===== src/rtl/ycr_wbs_dmem_sram_pkg.sv =====
// Shared Wishbone responder definitions: bus width and the responder FSM state encoding.
package ycr_wbs_dmem_sram_pkg;

  localparam int YCR_WB_WIDTH = 32;

  typedef enum logic [1:0] {
    YCR_WBS_ST_IDLE = 2'd0,
    YCR_WBS_ST_CMD  = 2'd1,
    YCR_WBS_ST_WAIT = 2'd2,
    YCR_WBS_ST_ACK  = 2'd3
  } type_ycr_wbs_state_e;

endpackage


===== src/rtl/ycr_wbs_dmem_sram.sv =====
// Wishbone responder driving a single-port data SRAM; one request in flight, registered ack/data.
// Define YCR_WBS_DMEM_ERR_EN to flag addresses beyond the SRAM with err instead of aliasing.
module ycr_wbs_dmem_sram
  import ycr_wbs_dmem_sram_pkg::*;
#(
  parameter int AW         = 9,
  parameter int MEM_RD_LAT = 1
) (
  input  logic                    wb_clk,
  input  logic                    wb_rst,
  input  logic                    wbd_stb_i,
  input  logic [YCR_WB_WIDTH-1:0] wbd_adr_i,
  input  logic                    wbd_we_i,
  input  logic [YCR_WB_WIDTH-1:0] wbd_dat_i,
  input  logic [3:0]              wbd_sel_i,
  output logic [YCR_WB_WIDTH-1:0] wbd_dat_o,
  output logic                    wbd_ack_o,
  output logic                    wbd_err_o,
  output logic                    mem_csb0,
  output logic                    mem_web0,
  output logic [3:0]              mem_wmask0,
  output logic [AW-1:0]           mem_addr0,
  output logic [YCR_WB_WIDTH-1:0] mem_din0,
  input  logic [YCR_WB_WIDTH-1:0] mem_dout0
);

  localparam int              LCW      = $clog2(MEM_RD_LAT) + 1;
  localparam logic [LCW-1:0]  LAT_LOAD = LCW'(MEM_RD_LAT - 1);

  type_ycr_wbs_state_e     state, state_d;
  logic [LCW-1:0]          lat_cnt, lat_cnt_d;
  logic                    ack_d, csb_d, web_d;
  logic [YCR_WB_WIDTH-1:0] dat_d, din_d;
  logic [3:0]              wmask_d;
  logic [AW-1:0]           addr_d;
  logic                    req_oor;

`ifdef YCR_WBS_DMEM_ERR_EN
  logic err_q;
  logic unused_adr;

  assign req_oor    = |wbd_adr_i[YCR_WB_WIDTH-1:AW+2];
  assign unused_adr = ^wbd_adr_i[1:0];
  assign wbd_err_o  = err_q;

  always_ff @(posedge wb_clk or posedge wb_rst) begin
    if (wb_rst) err_q <= 1'b0;
    else        err_q <= (state == YCR_WBS_ST_IDLE) && wbd_stb_i && req_oor;
  end
`else
  logic unused_adr;

  assign req_oor    = 1'b0;
  assign unused_adr = ^{wbd_adr_i[YCR_WB_WIDTH-1:AW+2], wbd_adr_i[1:0]};
  assign wbd_err_o  = 1'b0;
`endif

  always_ff @(posedge wb_clk or posedge wb_rst) begin
    if (wb_rst) begin
      state      <= YCR_WBS_ST_IDLE;
      lat_cnt    <= '0;
      wbd_ack_o  <= 1'b0;
      wbd_dat_o  <= '0;
      mem_csb0   <= 1'b1;
      mem_web0   <= 1'b1;
      mem_wmask0 <= '0;
      mem_addr0  <= '0;
      mem_din0   <= '0;
    end else begin
      state      <= state_d;
      lat_cnt    <= lat_cnt_d;
      wbd_ack_o  <= ack_d;
      wbd_dat_o  <= dat_d;
      mem_csb0   <= csb_d;
      mem_web0   <= web_d;
      mem_wmask0 <= wmask_d;
      mem_addr0  <= addr_d;
      mem_din0   <= din_d;
    end
  end

  always_comb begin
    state_d   = state;
    lat_cnt_d = lat_cnt;
    ack_d     = 1'b0;
    dat_d     = wbd_dat_o;
    csb_d     = 1'b1;
    web_d     = 1'b1;
    wmask_d   = mem_wmask0;
    addr_d    = mem_addr0;
    din_d     = mem_din0;
    case (state)
      YCR_WBS_ST_IDLE: begin
        if (wbd_stb_i) begin
          if (req_oor) begin
            ack_d   = 1'b1;
            dat_d   = '0;
            state_d = YCR_WBS_ST_ACK;
          end else begin
            addr_d  = wbd_adr_i[AW+1:2];
            din_d   = wbd_dat_i;
            wmask_d = wbd_sel_i;
            csb_d   = 1'b0;
            web_d   = ~wbd_we_i;
            state_d = YCR_WBS_ST_CMD;
          end
        end
      end
      YCR_WBS_ST_CMD: begin
        // Registered web remembers the access type even if stb was dropped early.
        if (!mem_web0) begin
          ack_d   = 1'b1;
          dat_d   = '0;
          state_d = YCR_WBS_ST_ACK;
        end else begin
          lat_cnt_d = LAT_LOAD;
          state_d   = YCR_WBS_ST_WAIT;
        end
      end
      YCR_WBS_ST_WAIT: begin
        if (lat_cnt == '0) begin
          dat_d   = mem_dout0;
          ack_d   = 1'b1;
          state_d = YCR_WBS_ST_ACK;
        end else begin
          lat_cnt_d = lat_cnt - LCW'(1);
        end
      end
      YCR_WBS_ST_ACK: begin
        state_d = YCR_WBS_ST_IDLE;
      end
      default: state_d = YCR_WBS_ST_IDLE;
    endcase
  end

endmodule


===== config.mk =====
export PLATFORM = sky130hd
export DESIGN_NAME = ycr_wbs_dmem_sram
export DESIGN_NICKNAME = d
export VERILOG_FILES = /design/src/rtl/ycr_wbs_dmem_sram_pkg.sv /design/src/rtl/ycr_wbs_dmem_sram.sv
export SDC_FILE = /design/constraint.sdc
export NUM_CORES = 1
export LEC_CHECK = 0
export ABC_AREA = 1
export CAP_MARGIN = 25
export CORE_ASPECT_RATIO = 0.75
export CORE_UTILIZATION = 40
export DETAILED_ROUTE_END_ITERATION = 7
export GPL_TIMING_DRIVEN = 0
export PLACE_DENSITY = 0.81
export SKIP_CTS_REPAIR_TIMING = 1
export SYNTH_ARGS = -nofsm -noshare
export SYNTH_HDL_FRONTEND = slang
export SYNTH_SLANG_ARGS = --single-unit

===== constraint.sdc =====
create_clock -name wb_clk -period 2.9 [get_ports wb_clk]
set_input_delay 0.58 -clock wb_clk [delete_from_list [all_inputs] [get_ports wb_clk]]
set_output_delay 0.58 -clock wb_clk [all_outputs]
set_load 0.02 [all_outputs]

======== Word level (Yosys, flattened, before mapping) ========
Cells that the tools add are included.
word-level totals
  register bits after elaboration ......... 83
  input port bits ......................... 104
  output and inout port bits .............. 81
cells by class
  add/sub/neg operators ................... 1
  equality and inequality tests ........... 7
  multiplexer cells ....................... 17
  bitwise operators ....................... 1
  reduce and logical (&&, ||, !) cells .... 6
operators by type and width
  cell                                            number
  two-way mux 32 bit                              2
  case mux 32 bit (2 select lines)                1
  two-way mux 1 bit                               9
  != test 2 bit (second input constant)           4
  case mux 2 bit (4 select lines)                 1
  AND reduction 2 bit                             3
  == test 2 bit (second input constant)           2
  two-way mux 2 bit                               2
  case mux 1 bit (2 select lines)                 2
  AND reduction 3 bit                             1
  == test 2 x 1 -> 1 bit (second input constant)  1
  logical NOT 2 bit                               1
  nonzero test 2 bit                              1
  inverter 1 bit                                  1
  subtractor 1 bit (second input constant)        1

======== Logic depth before layout (Yosys ltp) ========
  word-level depth ........................ 3
  mapped depth ............................ 8
  mapped depth without buffers ............ 7

======== Worst setup path after synthesis ========
Ideal clock, no wire load.
  path type ............................... reg2reg
  from .................................... register state[0]
  to ...................................... register mem_addr0[0]
  library setup time ...................... 0.116 ns
  arrival time ............................ 1.155 ns
  data required time ...................... 2.784 ns
  path slack .............................. 1.628 ns
  stages on the path, launching flop included .. 8
  path buffers ............................ 2
  cell sequence ........................... dfrtp_1 inv_1 ha_1 nand2_1 buf_4 clkbuf_8 nand2_1 nand2_1
between the ends
  longest elaborated chain between the ends .. 2
RTL lines
  what                           RTL line                 source
  start, declared                ycr_wbs_dmem_sram.sv:30  type_ycr_wbs_state_e state, state_d;
  start signal, assigned         ycr_wbs_dmem_sram.sv:70  state <= state_d;
  logical NOT 2 bit              ycr_wbs_dmem_sram.sv:92  case (state)
  AND reduction 2 bit (no line)  --
  end signal, assigned           ycr_wbs_dmem_sram.sv:77  mem_addr0 <= addr_d;
  end, declared                  ycr_wbs_dmem_sram.sv:22  output logic [AW-1:0] mem_addr0,
No other way between the ends.
A chain may end at the register's enable or synchronous reset.

======== Worst setup path in the final report ========
  from .................................... register mem_web0
  to ...................................... output mem_web0
RTL lines
  what                    RTL line                 source
  start, declared         ycr_wbs_dmem_sram.sv:20  output logic mem_web0,
  start signal, assigned  ycr_wbs_dmem_sram.sv:75  mem_web0 <= web_d;
No word-level cell between the ends.

==> flow_summary.ini <==
[synth]
synth_ff_type = dfrtp_1
synth_top_area_share_pct = 56.6
yosysMostFrequentCell = nand2_1
ys_top_cells_by_area = dfrtp_1 57%, nand2_1 25%, nand3_1 4.8%
ys_seq_area_share_pct = 58.1
synthMuxAreaShare_pct = 0
avgSynthCellArea_um2 = 8.29
yosys.area_share.simple_pct = 30.6
synth_compound_area_share_pct = 0.354
yosysWarnings = 0
synth_top_family_by_area = simple AND/OR/NAND/NOR gates
ys_types = 15
syn_inst = 427
synth_area_leader_cell = dfrtp_1
synth_edf_count = 0
synth_nets = 536
synthTopCellsByCount = 237 x nand2_1, 80 x dfrtp_1, 39 x inv_1
synthAdderAreaFrac_pct = 1.77
synthXorXnorAreaFrac_pct = 0
async_reset_ff_share_pct = 100
syn_area_um2 = 3540
ys_ff_latch = 82

[placement]
place_congestion = 0.808
postPlaceCellArea_um2 = 5310
dp.cells = 696
hpwl_mm = 6.45
io_buffers = 160
dp_slack_ns = 1.15

[detailed_routing]
ant_nets = 0
drc_errors = 0
first_pass_iters = 4
drt_iter0_markers = 135
wl_per_cell_um = 12.4
routed_wl_mm = 8.85
num_vias = 3203
viasPerCell = 4.50

[setup_path]
crit_buf_inv = 1
startpoint_type = flip-flop
max_stage_delay_ns = 0.60
worstPathArrival_ns = 1.45
cp_max_fo = 2
critPathTopFamily = buffers and inverters
cp_slowest_cell = clkdlybuf4s50_1
crit_required_ns = 2.32
crit_chain = clkdlybuf4s50_1
critical_path_class = reg2out
endpoint_kind = output pin

[grt]
grt_usage_pct = 20.1
met1_usage_pct = 24.9
grt_pass1_vias = 3201
antenna_found_initial = 0
gr-usage-met2_pct = 33.1
grt_remaining_overflow = 0
grt.busiest_layer = met2
use_met3_pct = 7.84
grt_max_degree = 52
grt_pass1_wl_mm = 15.0

[floorplanning]
die_x_um = 111
io_pins = 185
fp-row-count = 29
core_um2 = 8530
fp.dieH_um = 83.5
die_area_um2 = 9230
start_util_pct = 41.5

[sta]
layout_setup_ws_ns = 0.871
fin_setup_tns_ns = 0
finalHoldViolations = 0
timing.final.crit_share_pct = 70.0
setup_viol = 0
rsz0062_at_grt = no
clock_skew_ns = 0.00772
finalMaxSlewViolations = 0
fmax_mhz = 493
fin_crit_ns = 2.03

[cts]
cts_buffers = 9
insertion_delay_ns = 0.32
root_buffer = clkbuf_16
cts.sinks = 82
clkSlewWorstSetupHoldPaths_ns = 0.06
clockBufferDepth = 2
cts_tree = yes
htreeDepth = 3

[pwr]
p_leak_nw = 3.00
irDropWorstVdd_mv = 0.601
power.total_w = 0.00616
powerDensity_nw_per_um2 = 1100

[min_path]
hold_class = reg2reg

[layout]
instances_no_fill = 712
drive_above_1_share_pct = 7.28
fin_nets = 708
final_cell_area_um2 = 5590
area_delta_synth_final_pct = 58.1
antennaDiodeCount = 0

[run_status]
status = completed

[flow_run]
drv_cap = 0
-- power by group --
group	leakage (nW)	internal [W]	switching (W)
Sequential	1.05	0.00167	0.000302
Combinational	1.82	0.00142	0.00167
Clock	0.129	0.000667	0.000420
Total	3.00	0.00376	0.00240
-- stage by stage --
step / hold WS (ns) / utilization, %
3_3_place_gp: 0.461 / 61.9
5_1_grt: 0.499 / 65.6
6_report: 0.475 / 65.6
2_1_floorplan: 0.502 / -
3_5_place_dp: 0.464 / 62.2
4_1_cts: 0.481 / 65.6
-- logic make-up (layout without fill, tap and decap cells) --
family | after synthesis | after routing
AO/OA/AOI/OAI | 2 | 2
AND/OR/NAND/NOR | 274 | 274
flip-flops | 82 | 82
buffers and inverters | 63 | 240
other | 1 | 1
adder cells (fa/ha/maj) | 5 | 5
-- cell type report --
| type | count | area (µm²) |
|---|---|---|
| fill | 689 | 2930 |
| sequential | 82 | 2050 |
| timing repair buffer | 161 | 1630 |
| multi-input combinational | 282 | 1160 |
| clock buffer | 12 | 236 |
| buffer | 22 | 168 |
| inverter | 41 | 156 |
| tap | 108 | 135 |
| clock inverter | 4 | 52.6 |
-- path summary, 6_finish.rpt --
check / startpoint / to / slack, ns / cells after the start
setup / recovery: mem_web0 / mem_web0 / 0.87 / 1
hold / removal: mem_din0[15] / mem_din0[15] / 0.47 / 2
setup reg to reg: state[0] / mem_din0[16] / 1.47 / 7
hold reg to reg: mem_din0[15] / mem_din0[15] / 0.47 / 2
max in group asynchronous: wb_rst / mem_web0 / 1.63 / 3
min in group asynchronous: wb_rst / mem_din0[11] / 0.62 / 2
-- registers in the layout (all words and copies together), names as in the netlist --
register    flops
mem_din0       32
wbd_dat_o      32
mem_addr0       9
mem_wmask0      4
state           2
mem_csb0        1
mem_web0        1
wbd_ack_o       1
-- worst reg2reg max path: stages (launching register included) --
cell	delay, ns
dfrtp_1	0.40
inv_1	0.14
ha_1	0.22
nand2_1	0.09
buf_4	0.19
clkbuf_8	0.17
nand2_1	0.07
nand2_1	0.05
-- placed cells by master, fill, tap and decap left out, types with 2 or more instances in the layout --
cell type,n
clkbuf_8,4
clkinvlp_4,3
ha_1,5
dfstp_2,2
clkbuf_1,3
nand2_1,237
buf_4,9
nand3_1,34
clkdlybuf4s50_1,160
nand2_2,2
buf_2,9
clkbuf_16,9
inv_2,2
inv_1,38
dfrtp_1,80
-- layer usage --
layer  part of all wire (%)  vias to the layer above
met2                     46                      105
met4                    1.2                        0
met1                     45                     1473
met3                    7.5                       11
li1                       -                     1614
met5                      0                        -
(Power assumes the default switching activity.)
